<file path="src/rtl/seq_pkg.sv">
// Shared types and constants for the datapath sequencer and its ALU-control decode.
package seq_pkg;

  typedef enum logic [2:0] {
    ST_IDLE   = 3'd0,
    ST_FETCH  = 3'd1,
    ST_DECODE = 3'd2,
    ST_EXEC   = 3'd3,
    ST_WB     = 3'd4,
    ST_PAUSE  = 3'd5,
    ST_HALT   = 3'd6
  } seq_state_e;

  typedef enum logic [1:0] {
    ALU_ADD = 2'b00,
    ALU_SUB = 2'b01,
    ALU_AND = 2'b10,
    ALU_OR  = 2'b11
  } alu_func_e;

  localparam logic [5:0]  FN_ADD = 6'h20;
  localparam logic [5:0]  FN_SUB = 6'h22;
  localparam logic [5:0]  FN_AND = 6'h24;
  localparam logic [5:0]  FN_OR  = 6'h25;

  localparam logic [5:0]  OPC_RTYPE     = 6'h00;
  localparam logic [31:0] HALT_WORD_DEF = 32'hFFFF_FFFF;

  // Register-file address fields of an R-type instruction word.
  typedef struct packed {
    logic [4:0] rs;
    logic [4:0] rt;
    logic [4:0] rd;
  } rf_addr_t;

  function automatic rf_addr_t ir_fields(input logic [31:0] ir);
    rf_addr_t f;
    f.rs = ir[25:21];
    f.rt = ir[20:16];
    f.rd = ir[15:11];
    return f;
  endfunction

endpackage

</file>
<file path="src/rtl/seq_funct_decode.sv">
// Combinational R-type decode: instruction word -> legality and 2-bit ALU function.
// Also used by the ALU-control path, so it knows nothing about the halt word.
module seq_funct_decode
  import seq_pkg::*;
(
  input  logic [31:0] i_ir,
  output logic        o_legal,
  output logic [1:0]  o_alu_func
);

  logic [5:0] w_opcode;
  logic [5:0] w_funct;
  alu_func_e  w_func;
  logic       w_funct_ok;

  assign w_opcode = i_ir[31:26];
  assign w_funct  = i_ir[5:0];

  // NOTE: every output of a combinational block gets a default first so no path leaves it unassigned (latch).
  always_comb begin
    w_func     = ALU_ADD;
    w_funct_ok = 1'b1;
    unique case (w_funct)
      FN_ADD:  w_func = ALU_ADD;
      FN_SUB:  w_func = ALU_SUB;
      FN_AND:  w_func = ALU_AND;
      FN_OR:   w_func = ALU_OR;
      default: w_funct_ok = 1'b0;
    endcase
  end

  assign o_legal    = (w_opcode == OPC_RTYPE) && w_funct_ok;
  assign o_alu_func = w_func;

endmodule

</file>
<file path="src/rtl/datapath_sequencer.sv">
// Multi-cycle FETCH/DECODE/EXEC/WB controller for the PC / ROM / register-file / ALU datapath,
// with start, single-step, halt, illegal-instruction and fetch-timeout handling.
module datapath_sequencer
  import seq_pkg::*;
#(
  parameter int          RET_W         = 16,
  parameter logic [31:0] HALT_WORD     = HALT_WORD_DEF,
  parameter int          FETCH_TIMEOUT = 15
) (
  input  logic             clk,
  input  logic             rst,
  input  logic             start,
  input  logic             step_mode,
  input  logic             step_req,
  input  logic [31:0]      instr,
  input  logic             imem_ready,
  output logic             imem_re,
  output logic             pc_we,
  output logic             rf_en,
  output logic             rf_we,
  output logic [4:0]       rs_addr,
  output logic [4:0]       rt_addr,
  output logic [4:0]       rd_addr,
  output logic [1:0]       alu_func,
  output logic             busy,
  output logic             halted,
  output logic             illegal,
  output logic             fetch_err,
  output logic [RET_W-1:0] retired_cnt
);

  localparam logic [7:0] WAIT_LAST = 8'(FETCH_TIMEOUT - 1);

  seq_state_e       r_state;
  seq_state_e       w_state_nxt;
  logic [31:0]      r_ir;
  logic [7:0]       r_wait_cnt;
  logic [RET_W-1:0] r_retired;
  logic             r_illegal;
  logic             r_fetch_err;

  logic             w_legal;
  logic [1:0]       w_alu_func;
  logic             w_is_halt;
  logic             w_load_ir;
  logic             w_set_illegal;
  logic             w_set_fetch_err;
  logic             w_retire;
  rf_addr_t         w_fields;

  seq_funct_decode u_funct_decode (
    .i_ir       (r_ir),
    .o_legal    (w_legal),
    .o_alu_func (w_alu_func)
  );

  assign w_is_halt = (r_ir == HALT_WORD);
  assign w_fields  = ir_fields(r_ir);

  // NOTE: state and datapath registers use non-blocking assignments so every flop samples pre-edge values.
  always_ff @(posedge clk) begin
    if (rst) begin
      r_state <= ST_IDLE;
    end else begin
      r_state <= w_state_nxt;
    end
  end

  always_comb begin
    w_state_nxt     = r_state;
    w_load_ir       = 1'b0;
    w_set_illegal   = 1'b0;
    w_set_fetch_err = 1'b0;
    w_retire        = 1'b0;
    unique case (r_state)
      ST_IDLE: begin
        if (start) w_state_nxt = ST_FETCH;
      end
      ST_FETCH: begin
        if (imem_ready) begin
          w_load_ir   = 1'b1;
          w_state_nxt = ST_DECODE;
        end else if (r_wait_cnt == WAIT_LAST) begin
          w_set_fetch_err = 1'b1;
          w_state_nxt     = ST_HALT;
        end
      end
      ST_DECODE: begin
        // The halt word is checked first: its opcode field would otherwise read as illegal.
        if (w_is_halt) begin
          w_state_nxt = ST_HALT;
        end else if (!w_legal) begin
          w_set_illegal = 1'b1;
          w_state_nxt   = step_mode ? ST_PAUSE : ST_FETCH;
        end else begin
          w_state_nxt = ST_EXEC;
        end
      end
      ST_EXEC: begin
        w_state_nxt = ST_WB;
      end
      ST_WB: begin
        w_retire    = 1'b1;
        w_state_nxt = step_mode ? ST_PAUSE : ST_FETCH;
      end
      ST_PAUSE: begin
        if (step_req || !step_mode) w_state_nxt = ST_FETCH;
      end
      ST_HALT: begin
        w_state_nxt = ST_HALT;
      end
      default: begin
        w_state_nxt = ST_IDLE;
      end
    endcase
  end

  // NOTE: every register here, IR included, is reset explicitly so the first post-reset outputs are all zero.
  always_ff @(posedge clk) begin
    if (rst) begin
      r_ir        <= '0;
      r_wait_cnt  <= '0;
      r_retired   <= '0;
      r_illegal   <= 1'b0;
      r_fetch_err <= 1'b0;
    end else begin
      if (w_load_ir) r_ir <= instr;

      // Wait counter runs only while FETCH stalls; it is zero on every FETCH entry.
      if (r_state == ST_FETCH && !imem_ready) begin
        r_wait_cnt <= r_wait_cnt + 8'd1;
      end else begin
        r_wait_cnt <= '0;
      end

      if (w_retire && (r_retired != {RET_W{1'b1}})) begin
        r_retired <= r_retired + RET_W'(1);
      end

      if (w_set_illegal)   r_illegal   <= 1'b1;
      if (w_set_fetch_err) r_fetch_err <= 1'b1;
    end
  end

  // Moore outputs decoded from the state register and IR.
  always_comb begin
    imem_re  = 1'b0;
    pc_we    = 1'b0;
    rf_en    = 1'b0;
    rf_we    = 1'b0;
    alu_func = ALU_ADD;
    unique case (r_state)
      ST_FETCH:  imem_re = 1'b1;
      ST_DECODE: begin
        rf_en = 1'b1;
        pc_we = !w_is_halt && !w_legal;
      end
      ST_EXEC: begin
        rf_en    = 1'b1;
        alu_func = w_alu_func;
      end
      ST_WB: begin
        rf_en    = 1'b1;
        alu_func = w_alu_func;
        pc_we    = 1'b1;
        rf_we    = (w_fields.rd != 5'd0);
      end
      default: ;
    endcase
  end

  assign rs_addr     = w_fields.rs;
  assign rt_addr     = w_fields.rt;
  assign rd_addr     = w_fields.rd;
  assign busy        = (r_state != ST_IDLE) && (r_state != ST_HALT);
  assign halted      = (r_state == ST_HALT);
  assign illegal     = r_illegal;
  assign fetch_err   = r_fetch_err;
  assign retired_cnt = r_retired;

endmodule

</file>
<file path="config.mk">
export PLATFORM = sky130hd
export DESIGN_NAME = datapath_sequencer
export DESIGN_NICKNAME = d
export VERILOG_FILES = /design/src/rtl/seq_pkg.sv /design/src/rtl/seq_funct_decode.sv /design/src/rtl/datapath_sequencer.sv
export SDC_FILE = /design/constraint.sdc
export NUM_CORES = 1
export LEC_CHECK = 0
export ABC_CLOCK_PERIOD_IN_PS = 6600
export BUFFER_PORTS_ARGS = -buffer_cell sky130_fd_sc_hd__buf_2
export CORE_ASPECT_RATIO = 0.75
export CORE_MARGIN = 2
export CORE_UTILIZATION = 56
export CTS_CLUSTER_SIZE = 25
export DETAILED_ROUTE_END_ITERATION = 16
export PLACE_DENSITY = 0.81
export SYNTH_ARGS = -nofsm -noshare
export SYNTH_HDL_FRONTEND = slang
export SYNTH_SLANG_ARGS = --single-unit
export TNS_END_PERCENT = 100
</file>
<file path="constraint.sdc">
create_clock -name clk -period 6.6 [get_ports clk]
set_clock_uncertainty 0.2 [all_clocks]
set_input_delay 1.32 -clock clk [delete_from_list [all_inputs] [get_ports clk]]
set_output_delay 1.32 -clock clk [all_outputs]
set_load 0.01 [all_outputs]
</file>
==> Word level (Yosys, flattened, before mapping) <==
Cells that the tools add are included.
{ "totals": {"register_bits": 61, "inputBits": 38, "out_inout_bits": 41, "word_cells": 69} }
{ "classes": {"n_addsub": 2, "n_eq_ne": 17, "muxes": 24, "bitwise_logic": 1, "reduce_logical": 19} }
{ "op_table": {"columns": ["cell", "n"], "rows": [
  ["$eq A32 B32 Y1 const B", 1],
  ["$eq A6 B6 Y1 const B", 4],
  ["$mux W3", 7],
  ["$pmux W3 S7", 1],
  ["$add A16 B1 Y16 const B", 1],
  ["$ne A16 B16 Y1 const B", 1],
  ["$mux W1", 13],
  ["$eq A3 B3 Y1 const B", 3],
  ["$add A8 B1 Y8 const B", 1],
  ["$eq A8 B4 Y1 const B", 1],
  ["$eq A3 B2 Y1 const B", 2],
  ["$logic_not A6 Y1", 1],
  ["$ne A3 B3 Y1 const B", 2],
  ["$pmux W2 S3", 1],
  ["$logic_and A1 B1 Y1", 5],
  ["$reduce_bool A5 Y1", 1],
  ["$logic_not A1 Y1", 4],
  ["$ne A2 B2 Y1 const B", 2],
  ["$reduce_or A2 Y1", 2],
  ["$reduce_or A4 Y1", 1],
  ["$eq A3 B1 Y1 const B", 1],
  ["$logic_not A3 Y1", 1],
  ["$reduce_and A3 Y1", 1],
  ["$reduce_bool A3 Y1", 1],
  ["other kinds (5)", 5]
]} }

==> Depth between registers and ports, before layout <==
{ "depth": {"word_depth": 7, "mapped_depth": 7, "ltp_nobuf": 7} }

==> Cells and area by module <==
Synthesis repeated with hierarchy kept, for this count alone.
{ "hier_totals": {"hier_cells": 363, "hier_area_um2": 2910.3} }
{ "by_module_without_submodules": {"columns": ["mod", "n_inst", "cells_each", "area_per_inst_um2", "seq_area_each_um2"], "rows": [
  ["datapath_sequencer", 1, 355, 2847.7, 1221.2],
  ["seq_funct_decode", 1, 8, 62.6, 0.0]
]} }

==> Least setup slack after synthesis <==
Ideal clock, no wire load.
{ "synth_timing": {"path_kind": "register to output", "start": "reg r_state[1]", "end": "out alu_func[1]", "arrival_ns": 1.287, "required_ns": 5.080, "slack_ns": 3.793, "stages_incl_launch_ff": 5, "n_path_buf": 1, "cell_sequence": "dfxtp_1 > clkbuf_1 > and3_2 > o21ai_0 > nor3b_1"} }
{ "synth_via": {"elab_chain_len": 3, "word_cells_on_any_way": 4, "classes_between": "2 x eq/ne; 1 x mux; 1 x reduce/logical"} }
{ "synth_lines": {"columns": ["item", "line_no", "text"], "rows": [
  ["start, declared", "datapath_sequencer.sv:34", "seq_state_e r_state;"],
  ["start signal, assigned", "datapath_sequencer.sv:65", "r_state <= w_state_nxt;"],
  ["$eq A3 B3 Y1 / $eq A3 B2 Y1 (equally long branches)", "datapath_sequencer.sv:152", "unique case (r_state)"],
  ["$reduce_or A2 Y1 (no source line) *", null, null],
  ["$mux W2 *", "datapath_sequencer.sv:152", null],
  ["end, declared", "datapath_sequencer.sv:24", "output logic [1:0] alu_func,"]
]} }
Every way passes the cells marked *; elsewhere a longest branch is shown, timed or not.

==> Final worst setup path <==
{ "layout_timing": {"start": "reg r_state[2]", "end": "out alu_func[1]"} }
Same word-level chain as after synthesis.

==> summary.md <==
| Metric | Value |
|---|---|
| Clock Path Buffers | `2` |
| Initial DRC Count | `about 140` |
| Detail-routed via count per cell | `approximately 5.5` |
| # Max-Cap Violations | `0` |
| Reg clk slew, reported paths | `0.06 ns` |
| DP HPWL | `4430 um` |
| Ys flop type | `dfxtp_1` |
| Post-route setup TNS | `0 ns` |
| RSZ-0062 raised after global routing | `no` |
| CP endpoint kind | `output pin` |
| PD cells | `268 nW/um^2` |
| Clock latency on the worst-skew pair | `approximately 0.34 ns` |
| Design Area, Final | `between 3000 and 4000 um^2` |
| Hold_buf cts | `0` |
| Synth warnings | `0` |
| Count of final hold-check violations | `0` |
| Num rows | `22` |
| Worst hold path stage count | `2` |
| Yosys cell types | `38` |
| GPL Wtd Cong | `around 0.84` |
| Largest net degree at the start of global routing | `57` |
| # setup viols final | `0` |
| TritonCTS clock tree | `done` |
| Internal | `677 uW` |
| Commonest non-fill, non-tap cell in the layout | `buf_2` |
| Met2 WL | `between 2000 and 3000 um` |
| DRT Pass-1 Iters | `4` |
| Initial antenna violation count | `0` |
| P_leak | `between 0.001 and 0.0015 uW` |
| Sequential share of the synthesized area | `about 44%` |
| CTS Buf Count | `9` |
| R2R Path End | `retired_cnt[13]` |
| Max VDD drop | `between 200 and 250 uV` |
| Worst r2r path cells | `5` |
| Arrival time worst endpoint | `2.10 ns` |
| Layout cells sized above 1 | `24.2%` |
| GRT Resource Usage Total | `roughly 24%` |
| Syn Nets | `395` |
| Total grt overflow | `0` |
| Share of synthesized registers carrying an async set or reset | `0%` |
| Worst Hold Class | `flip-flop to flip-flop` |
| Crit-path max cell delay | `~0.6 ns` |
| CP max FO | `13` |
| Vias in the first global route | `around 2300` |
| DP Area | `just over 3000 um^2` |
| Net switching power | `about 210 uW` |
| Post-layout nets | `between 400 and 500` |
| Crit-path slowest cell | `dfxtp_1` |
| Most used cell along the critical path | `nor3b_1` |
| Worst r2r src | `r_state[2]` |
| Minimum clock period | `3.62 ns` |
| Detail Route Antenna Nets | `0` |
| Critical path cell sequence | `nor3b_1 -> o21ai_0 -> nor3b_1 -> buf_2` |
| Placeable Area | `about 4800 um^2` |
| Ant diodes | `0` |
| H-Tree Depth | `3` |
| PortBufs | `78` |
| Register share of total power | `approximately 45%` |
| Reg-to-reg setup timing slack | `about 4.1 ns` |
| Uppermost layer routed | `met4` |
| Final worst-path cycle share | `about 55%` |
| Clk pwr share | `between 40% and 50%` |
| DIE AREA | `between 5000 and 6000 um^2` |
| Initial core utilization | `between 50% and 60%` |
| Startpoint types | `flip-flop` |
| Worst-Margin Slew | `about 1.0 ns` |
| Sink Count | `slightly above 60` |
| Die H | `around 65 um` |
| Fmax achieved | `~0.28 GHz` |
| Routed WL | `approximately 6400 um` |
| WL met1 | `between 2000 and 3000 um` |
| Critical path class | `flip-flop to output pin` |
| PostCTS Resize Cnt | `0` |
| Slew headroom | `between 30% and 40%` |
| Min-delay src | `r_ir[7]` |
| Post-Syn Area | `2790 um^2` |
| Worst path top cell family by delay | `simple AND/OR/NAND/NOR gates` |
| Layout area overhead | `19.3%` |
| Most frequent cells in the layout | `buf_2, nand2_1, dfxtp_1, a21oi_1, nor2_1` |
| EDFF count, synth | `0` |
| Die span in x | `~85 um` |
| CP Buf/Inv Count | `1` |
| Drt wl/cell | `between 10 and 15 um` |
| Clk root buf | `clkbuf_8` |
| Cells after synthesis | `between 300 and 400` |
| Post-route DRC | `0` |
| Net Sw Frac | `24.1%` |
| Synth Area per Inst | `just under 8 um^2` |
| Final Slew Violations | `0` |
| Worst hold endpoint | `r_ir[7]` |
| Vias | `around 2600` |
| I/O pin cnt | `79` |
| Logic pwr share | `~11%` |
| # Post-CTS Setup Buffers | `0` |
| #FFs+latches synth | `61` |
| Outcome | `complete, no violations` |
| WL met3 | `approximately 450 um` |
| First-pass GRT wire length | `10500 um` |
| Critical path data required time | `slightly above 5 ns` |
[flip-flops by register name, summed over array words and instances, names as in the netlist]
name	count
r_ir	32
retired_cnt	16
r_wait_cnt	8
r_state	3
fetch_err	1
illegal	1
[worst min-delay path: cells and delay by family, from the launching register on]
kind / cells / cell delay (ns)
AND/OR/NAND/NOR: 1 / 0.05
AO/OA/AOI/OAI: 1 / 0.05
flip-flops: 1 / 0.31
[cells by family after synthesis]
group                    Yosys count  share of synthesized area (%)
flip-flops                        61                           43.8
adder cells (fa/ha/maj)            3                           1.35
AND/OR/NAND/NOR                  175                           29.7
buffers and inverters             39                           7.59
AO/OA/AOI/OAI                     56                           11.3
XOR/XNOR                          20                           6.28
[cells in the mapped netlist (4+ instances only)]
master | n | area share [%]
nand2_1 | 77 | 10
dfxtp_1 | 61 | 44
a21oi_1 | 41 | 7.4
nor2_1 | 32 | 4.3
xnor2_1 | 17 | 5.3
buf_4 | 15 | 4.0
clkbuf_1 | 15 | 2.0
nor3_1 | 14 | 2.5
nand4_1 | 11 | 2.5
nor4_1 | 11 | 2.5
nand3_1 | 10 | 1.8
inv_1 | 7 | 0.94
o21ai_0 | 4 | 0.72
[power groups by stage]
stage / logic (uW) / clock network [uW] / registers (uW)
3_5_place_dp: 95.8 / 0 / 412
2_1_floorplan: 75.7 / 0 / 403
5_1_grt: 108 / 417 / 406
3_3_place_gp: 93.4 / 0 / 410
6_report: 96.0 / 391 / 404
4_1_cts: 96.3 / 397 / 403
[metal layers]
| metal | global-route usage, % | up-vias |
|---|---|---|
| met3 | 8.42 | 10 |
| met2 | 37.4 | 89 |
| li1 | - | 1313 |
| met1 | 31.2 | 1207 |
| met5 | 0 | - |
| met4 | 7.94 | 0 |
[layout make-up]
type	instances	area (um^2)
fill	381	1520
multi-input combinational	254	1360
sequential	61	1220
timing repair buffer	79	398
clock buffer	13	179
tap	60	75.1
clock inverter	3	65.1
inverter	7	26.3
[through the flow]
step / utilization [%] / hold slack [ns] / cells / total power (uW) / worst slack (ns)
floorplan: - / 0.230 / 354 / 479 / 3.79
global placement: 63.6 / 0.247 / 461 / 504 / 3.51
detailed placement: 63.6 / 0.254 / 461 / 507 / 3.43
CTS: 68.6 / 0.262 / 477 / 897 / 3.02
global route: 68.6 / 0.283 / 477 / 932 / 2.84
finish: 68.6 / 0.259 / 477 / 891 / 2.98
[how the worst max path moves through the flow]
stage,start,end,slack (ns),depth (start not counted)
2_1_floorplan,r_state[1],alu_func[1],3.79,4
3_3_place_gp,r_state[2],alu_func[1],3.51,4
3_5_place_dp,r_state[2],alu_func[1],3.43,4
4_1_cts,r_state[2],alu_func[1],3.02,4
5_1_grt,r_state[2],alu_func[1],2.84,4
6_report,r_state[2],alu_func[1],2.98,4
Note: power is estimated with default switching activity, not from simulation.
